## src/rtl/vote_result_reader.sv

```systemverilog
`default_nettype none
// ============================================================================
// Module   : vote_result_reader
// Purpose  : Drains the vote BRAM one slot at a time. Each slot is reduced
//            to an argmax label (classification) or passed through as a raw
//            sum (regression), then streamed out over valid/ready.
// Options  : VOTE_READER_CLEAR_EN - when defined, every word read is cleared
//            through BRAM port B so the buffer starts the next batch at zero.
// Revision : 1.0 - initial release
// ============================================================================
module vote_result_reader #(
  parameter int N_LABELS       = 10,
  parameter int N_LABELS_WIDTH = 4,
  parameter int RES_WIDTH      = 16,
  parameter int BRAM_AWIDTH    = 14,
  parameter int BRAM_DWIDTH    = 16
) (
  input  logic                      clk,
  input  logic                      rst,
  input  logic                      i_start,
  input  logic [BRAM_AWIDTH-1:0]    i_n_slots,
  input  logic [N_LABELS_WIDTH-1:0] i_n_labels,
  input  logic                      i_is_clf,
  output logic                      o_busy,
  output logic                      o_done,
  output logic                      o_bram_en,
  output logic [BRAM_AWIDTH-1:0]    o_bram_raddr,
  input  logic [BRAM_DWIDTH-1:0]    i_bram_dout,
  output logic                      o_bram_we,
  output logic [BRAM_AWIDTH-1:0]    o_bram_waddr,
  output logic [BRAM_DWIDTH-1:0]    o_bram_din,
  output logic                      o_res_vld,
  input  logic                      i_res_rdy,
  output logic [BRAM_AWIDTH-1:0]    o_res_slot,
  output logic [N_LABELS_WIDTH-1:0] o_res_label,
  output logic [RES_WIDTH-1:0]      o_res_value
);

  typedef enum logic [2:0] {
    IDLE = 3'd0,
    READ = 3'd1,
    LAST = 3'd2,
    OUT  = 3'd3,
    DONE = 3'd4
  } state_t;

  state_t                    state;
  state_t                    state_nxt;
  logic [BRAM_AWIDTH-1:0]    n_slots_q;
  logic [BRAM_AWIDTH-1:0]    slot;
  logic [BRAM_AWIDTH-1:0]    base;
  logic [N_LABELS_WIDTH-1:0] n_eff;
  logic [N_LABELS_WIDTH-1:0] n_start;
  logic [N_LABELS_WIDTH-1:0] label;
  logic [N_LABELS_WIDTH-1:0] rd_label;
  logic [N_LABELS_WIDTH-1:0] best_lbl;
  logic [RES_WIDTH-1:0]      best_val;
  logic                      rd_valid;
  logic                      empty_hold;
  logic                      last_label;
  logic                      last_slot;

  assign last_label = (label == n_eff - N_LABELS_WIDTH'(1));
  assign last_slot  = (slot + BRAM_AWIDTH'(1) == n_slots_q);

  // Labels per slot for the configuration offered with i_start (0 -> 1, clip to N_LABELS)
  always_comb begin
    n_start = N_LABELS_WIDTH'(1);
    if (i_is_clf && (i_n_labels != '0)) begin
      if (i_n_labels > N_LABELS_WIDTH'(N_LABELS)) begin
        n_start = N_LABELS_WIDTH'(N_LABELS);
      end else begin
        n_start = i_n_labels;
      end
    end
  end

  // State register
  always_ff @(posedge clk) begin
    if (rst) begin
      state <= IDLE;
    end else begin
      state <= state_nxt;
    end
  end

  // Next-state decode and all state-derived outputs
  always_comb begin
    state_nxt    = state;
    o_busy       = 1'b0;
    o_done       = 1'b0;
    o_bram_en    = 1'b0;
    o_bram_raddr = '0;
    o_res_vld    = 1'b0;
    o_res_slot   = '0;
    o_res_label  = '0;
    o_res_value  = '0;
    case (state)
      IDLE: begin
        if (i_start) begin
          state_nxt = (i_n_slots == '0) ? DONE : READ;
        end
      end
      READ: begin
        o_busy       = 1'b1;
        o_bram_en    = 1'b1;
        o_bram_raddr = base + BRAM_AWIDTH'(label);
        if (last_label) begin
          state_nxt = LAST;
        end
      end
      LAST: begin
        o_busy    = 1'b1;
        state_nxt = OUT;
      end
      OUT: begin
        o_busy      = 1'b1;
        o_res_vld   = 1'b1;
        o_res_slot  = slot;
        o_res_label = best_lbl;
        o_res_value = best_val;
        if (i_res_rdy) begin
          state_nxt = last_slot ? DONE : READ;
        end
      end
      DONE: begin
        o_busy = 1'b1;
        // An empty drain spends one extra cycle here so o_done lands two cycles after i_start
        if (!empty_hold) begin
          o_done    = 1'b1;
          state_nxt = IDLE;
        end
      end
      default: state_nxt = IDLE;
    endcase
  end

  // Configuration latch, slot/label/base counters and read-return tracking
  always_ff @(posedge clk) begin
    if (rst) begin
      n_slots_q  <= '0;
      n_eff      <= '0;
      slot       <= '0;
      label      <= '0;
      base       <= '0;
      rd_valid   <= 1'b0;
      rd_label   <= '0;
      empty_hold <= 1'b0;
    end else begin
      rd_valid   <= (state == READ);
      rd_label   <= label;
      empty_hold <= (state == IDLE) && i_start && (i_n_slots == '0);
      case (state)
        IDLE: begin
          if (i_start) begin
            n_slots_q <= i_n_slots;
            n_eff     <= n_start;
            slot      <= '0;
            label     <= '0;
            base      <= '0;
          end
        end
        READ: begin
          label <= last_label ? '0 : label + N_LABELS_WIDTH'(1);
        end
        OUT: begin
          if (i_res_rdy) begin
            base <= base + BRAM_AWIDTH'(n_eff);
            slot <= slot + BRAM_AWIDTH'(1);
          end
        end
        default: ;
      endcase
    end
  end

  // Running argmax: first word loads, later words replace only when strictly larger
  always_ff @(posedge clk) begin
    if (rst) begin
      best_val <= '0;
      best_lbl <= '0;
    end else if (rd_valid && ((rd_label == '0) || (i_bram_dout > best_val))) begin
      best_val <= i_bram_dout;
      best_lbl <= rd_label;
    end
  end

`ifdef VOTE_READER_CLEAR_EN
  logic [BRAM_AWIDTH-1:0] clr_addr;

  // Address issued this cycle is cleared next cycle, when its data returns
  always_ff @(posedge clk) begin
    if (rst) begin
      clr_addr <= '0;
    end else begin
      clr_addr <= o_bram_raddr;
    end
  end

  assign o_bram_we    = rd_valid;
  assign o_bram_waddr = clr_addr;
`else
  assign o_bram_we    = 1'b0;
  assign o_bram_waddr = '0;
`endif
  assign o_bram_din = '0;

endmodule
`default_nettype wire

```

## config.mk

```make
export PLATFORM = sky130hd
export DESIGN_NAME = vote_result_reader
export DESIGN_NICKNAME = d
export VERILOG_FILES = /design/src/rtl/vote_result_reader.sv
export SDC_FILE = /design/constraint.sdc
export NUM_CORES = 1
export LEC_CHECK = 0
export ABC_AREA = 0
export BUFFER_PORTS_ARGS = -buffer_cell sky130_fd_sc_hd__buf_4
export CORE_MARGIN = 10
export CORE_UTILIZATION = 30
export CTS_BUF_LIST = sky130_fd_sc_hd__clkbuf_8
export CTS_CLUSTER_SIZE = 14
export DETAILED_ROUTE_END_ITERATION = 6
export PLACE_DENSITY = 0.5
export SETUP_SLACK_MARGIN = 0.1
export SLEW_MARGIN = 25
export SYNTH_ARGS = -nofsm -noshare
export SYNTH_HDL_FRONTEND = slang
export SYNTH_SLANG_ARGS = --single-unit
```

## constraint.sdc

```tcl
create_clock -name clk -period 7 [get_ports clk]
set_clock_uncertainty 0.05 [all_clocks]
set_input_delay 1.05 -clock clk [delete_from_list [all_inputs] [get_ports clk]]
set_output_delay 1.05 -clock clk [all_outputs]
set_load 0.005 [all_outputs]
```

==> metrics.yaml <==
grt_pass1_wl_um: 22300
status: "finished clean"
clock_latency_ns: 0.36
nNetsFinal: 766
top_layer: "met4"
peakVddDrop_v: 0.0000920
rsz0062_at_grt: "no"
fin_ws_ns: 3.35
worstPathCellList: "ha_1 -> fa_1 -> a21o_1 -> a21oi_1 -> or2_2 -> or3_1 -> a21oi_1 -> buf_4"
period_minus_slack_ns: 3.65
die_y_um: 149
dp_slack_ns: 3.28
cpMostUsedCell: "a21oi_1"
fillers: 1738
wl_per_cell_um: 14.9
finalSetupViolCount: 0
min_path_type: "reg2reg"
cts-root-buf: "clkbuf_8"
ios: 122
cts_max_path_buffers: 2
finalCritPeriodShare: 0.522
final_cells: 921
grt_max_degree: 72
hold_slack_ns: 0.419
synth_area_sq_um: 4970
synth_cell_types: 52
power_leakage_nw: 2.54
final_common_cell: "buf_4"
core_area_sq_um: 16400
cts_tree: "built"
syn_inst: 631
hold_buffers: 0
htree_levels: 3
drv_slew: 0
place_congestion: 0.809
antenna_left: 0
cts_setup_buffers: 0
cpLargestDelayFamily: "simple AND/OR/NAND/NOR gates"
cp.required_ns: 5.90
drive_gt1_frac: 0.173
drc: 0
worstPathMaxFanout: 7
post_cts_resized: 0
maxCapViolCount: 0
finalWirelength_um: 13700
die_x_um: 149
cp_num_buf_inv: 1
cpPeakStageDelay_ns: 0.50
crit_type: "reg2out"
start_util: 0.303
drtPass1Iterations: 4
drtIter0Drc: 248
ys_warn_count: 0
final_core_util: 0.358
dp.cells: 907
rows: 47
antennaDiodeCount: 0
power.density_nw_per_um2: 210
end_kind: "output port"
wl_met1_um: 6380
routed_via_density: 4.78
dp_hpwl_um: 10300
synth_edf_count: 0
ys_seq_area_frac: 0.318
critical_path.slowest_cell: "dfxtp_1"
grt-ovfl-total: 0
hold_violations: 0
grt_usage: 0.123
critPathArrivalTime_ns: 2.55
clock.fmax_mhz: 274
r2r_setup_slack_ns: 3.87
max_slew_margin: 0.415
antenna_found_initial: 0
grt_pass1_vias: 4410
dieArea_sq_um: 22100
area_growth_pct: 18.0
fin_tns_setup_ns: 0
synth_ff_type: "dfxtp_1"
worst_slew_pin_slew_ns: 0.874
cts_sinks: 79
async_flop_share: 0
wl_met3_um: 603
port_buffers: 90
numCtsBuffers: 9
wl_met2_um: 6460
final_cell_mix: "94 x buf_4, 78 x dfxtp_1, 69 x nor2_1"
cts.reportedPaths.clkPinSlew_ns: 0.07
via_count: 4404
ys_ff_latch: 79
cp-start-kind: "flop"
syn_area_per_cell_sq_um: 7.88
==> state kept, by name (all words and copies together), names as in the netlist <==
name,cells
best_val,16
base,14
n_slots_q,14
slot,14
best_lbl,4
label,4
n_eff,4
rd_label,4
state,3
empty_hold,1
rd_valid,1
==> metrics by stage <==
stage / power, W / area (sq um)
2_1_floorplan: 0.000829 / 5090
3_3_place_gp: 0.000935 / 5700
3_5_place_dp: 0.000945 / 5700
4_1_cts: 0.00125 / 5870
5_1_grt: 0.00133 / 5870
6_report: 0.00123 / 5870
==> tightest hold or removal path: cells and delay by family (launching register included) <==
| family | cells | cell delay, ns |
|---|---|---|
| and+or+nand+nor | 1 | 0.05 |
| AOI/OAI and AO/OA | 1 | 0.05 |
| DFF | 1 | 0.32 |
==> routing by layer <==
layer	vias to the layer above	track usage
met3	16	0.0243
met2	82	0.199
met5	-	0
met4	0	0.0569
met1	2071	0.154
li1	2235	-
==> kinds of logic (layout without fill, tap and decap cells) <==
kind of cell	count (synthesis)	in the layout	share of synthesized area
fa+ha+maj	29	29	0.0760
other cells	1	31	0.000754
simple gates	252	252	0.255
xor+xnor	38	38	0.0669
buf+inv	91	131	0.0951
compound gates	119	119	0.144
flops	79	79	0.318
mux	22	22	0.0443
==> where the power goes <==
group	switching (W)	internal [W]	total [W]	leakage [nW]
combinational	0.000239	0.000159	0.000398	1.80
clock	0.000161	0.000141	0.000302	0.0937
sequential	0.0000435	0.000490	0.000534	0.641
==> worst paths after layout <==
kind | startpoint | endpoint | depth (start not counted)
worst min-delay path | n_slots_q[0] | n_slots_q[0] | 2
worst max-delay path | label[0] | o_bram_raddr[10] | 8
worst min register to register | n_slots_q[0] | n_slots_q[0] | 2
worst max register to register | state[2] | base[12] | 6
==> cell type report <==
class | count | area [sq um] | area share
Inverter | 23 | 86.3 | 0.0147
Timing Repair Buffer | 94 | 706 | 0.120
Clock buffer | 11 | 151 | 0.0258
Multi-Input combinational cell | 491 | 3060 | 0.521
Sequential cell | 79 | 1580 | 0.270
Clock inverter | 3 | 12.5 | 0.00213
Tap cell | 220 | 275 | 0.0469
==> synthesized netlist by cell type, types with 6 or more instances <==
library cell / count / area [sq um]
mux2i_1: 22 / 220
a22oi_1: 7 / 52.6
nand4_1: 7 / 43.8
or3_1: 19 / 119
dfxtp_1: 79 / 1580
o21ai_0: 29 / 145
nand2_1: 57 / 214
nor3_1: 32 / 160
a21o_1: 7 / 52.6
nor4_1: 6 / 37.5
clkbuf_1: 29 / 109
a21oi_1: 54 / 270
ha_1: 27 / 338
xor2_1: 21 / 184
buf_4: 33 / 248
buf_2: 6 / 30.0
inv_1: 23 / 86.3
and2_1: 20 / 125
nand3_1: 8 / 40.0
nor2_1: 69 / 259
nor2b_1: 9 / 56.3
xnor2_1: 17 / 149
Power figures use the tool's default switching activity.
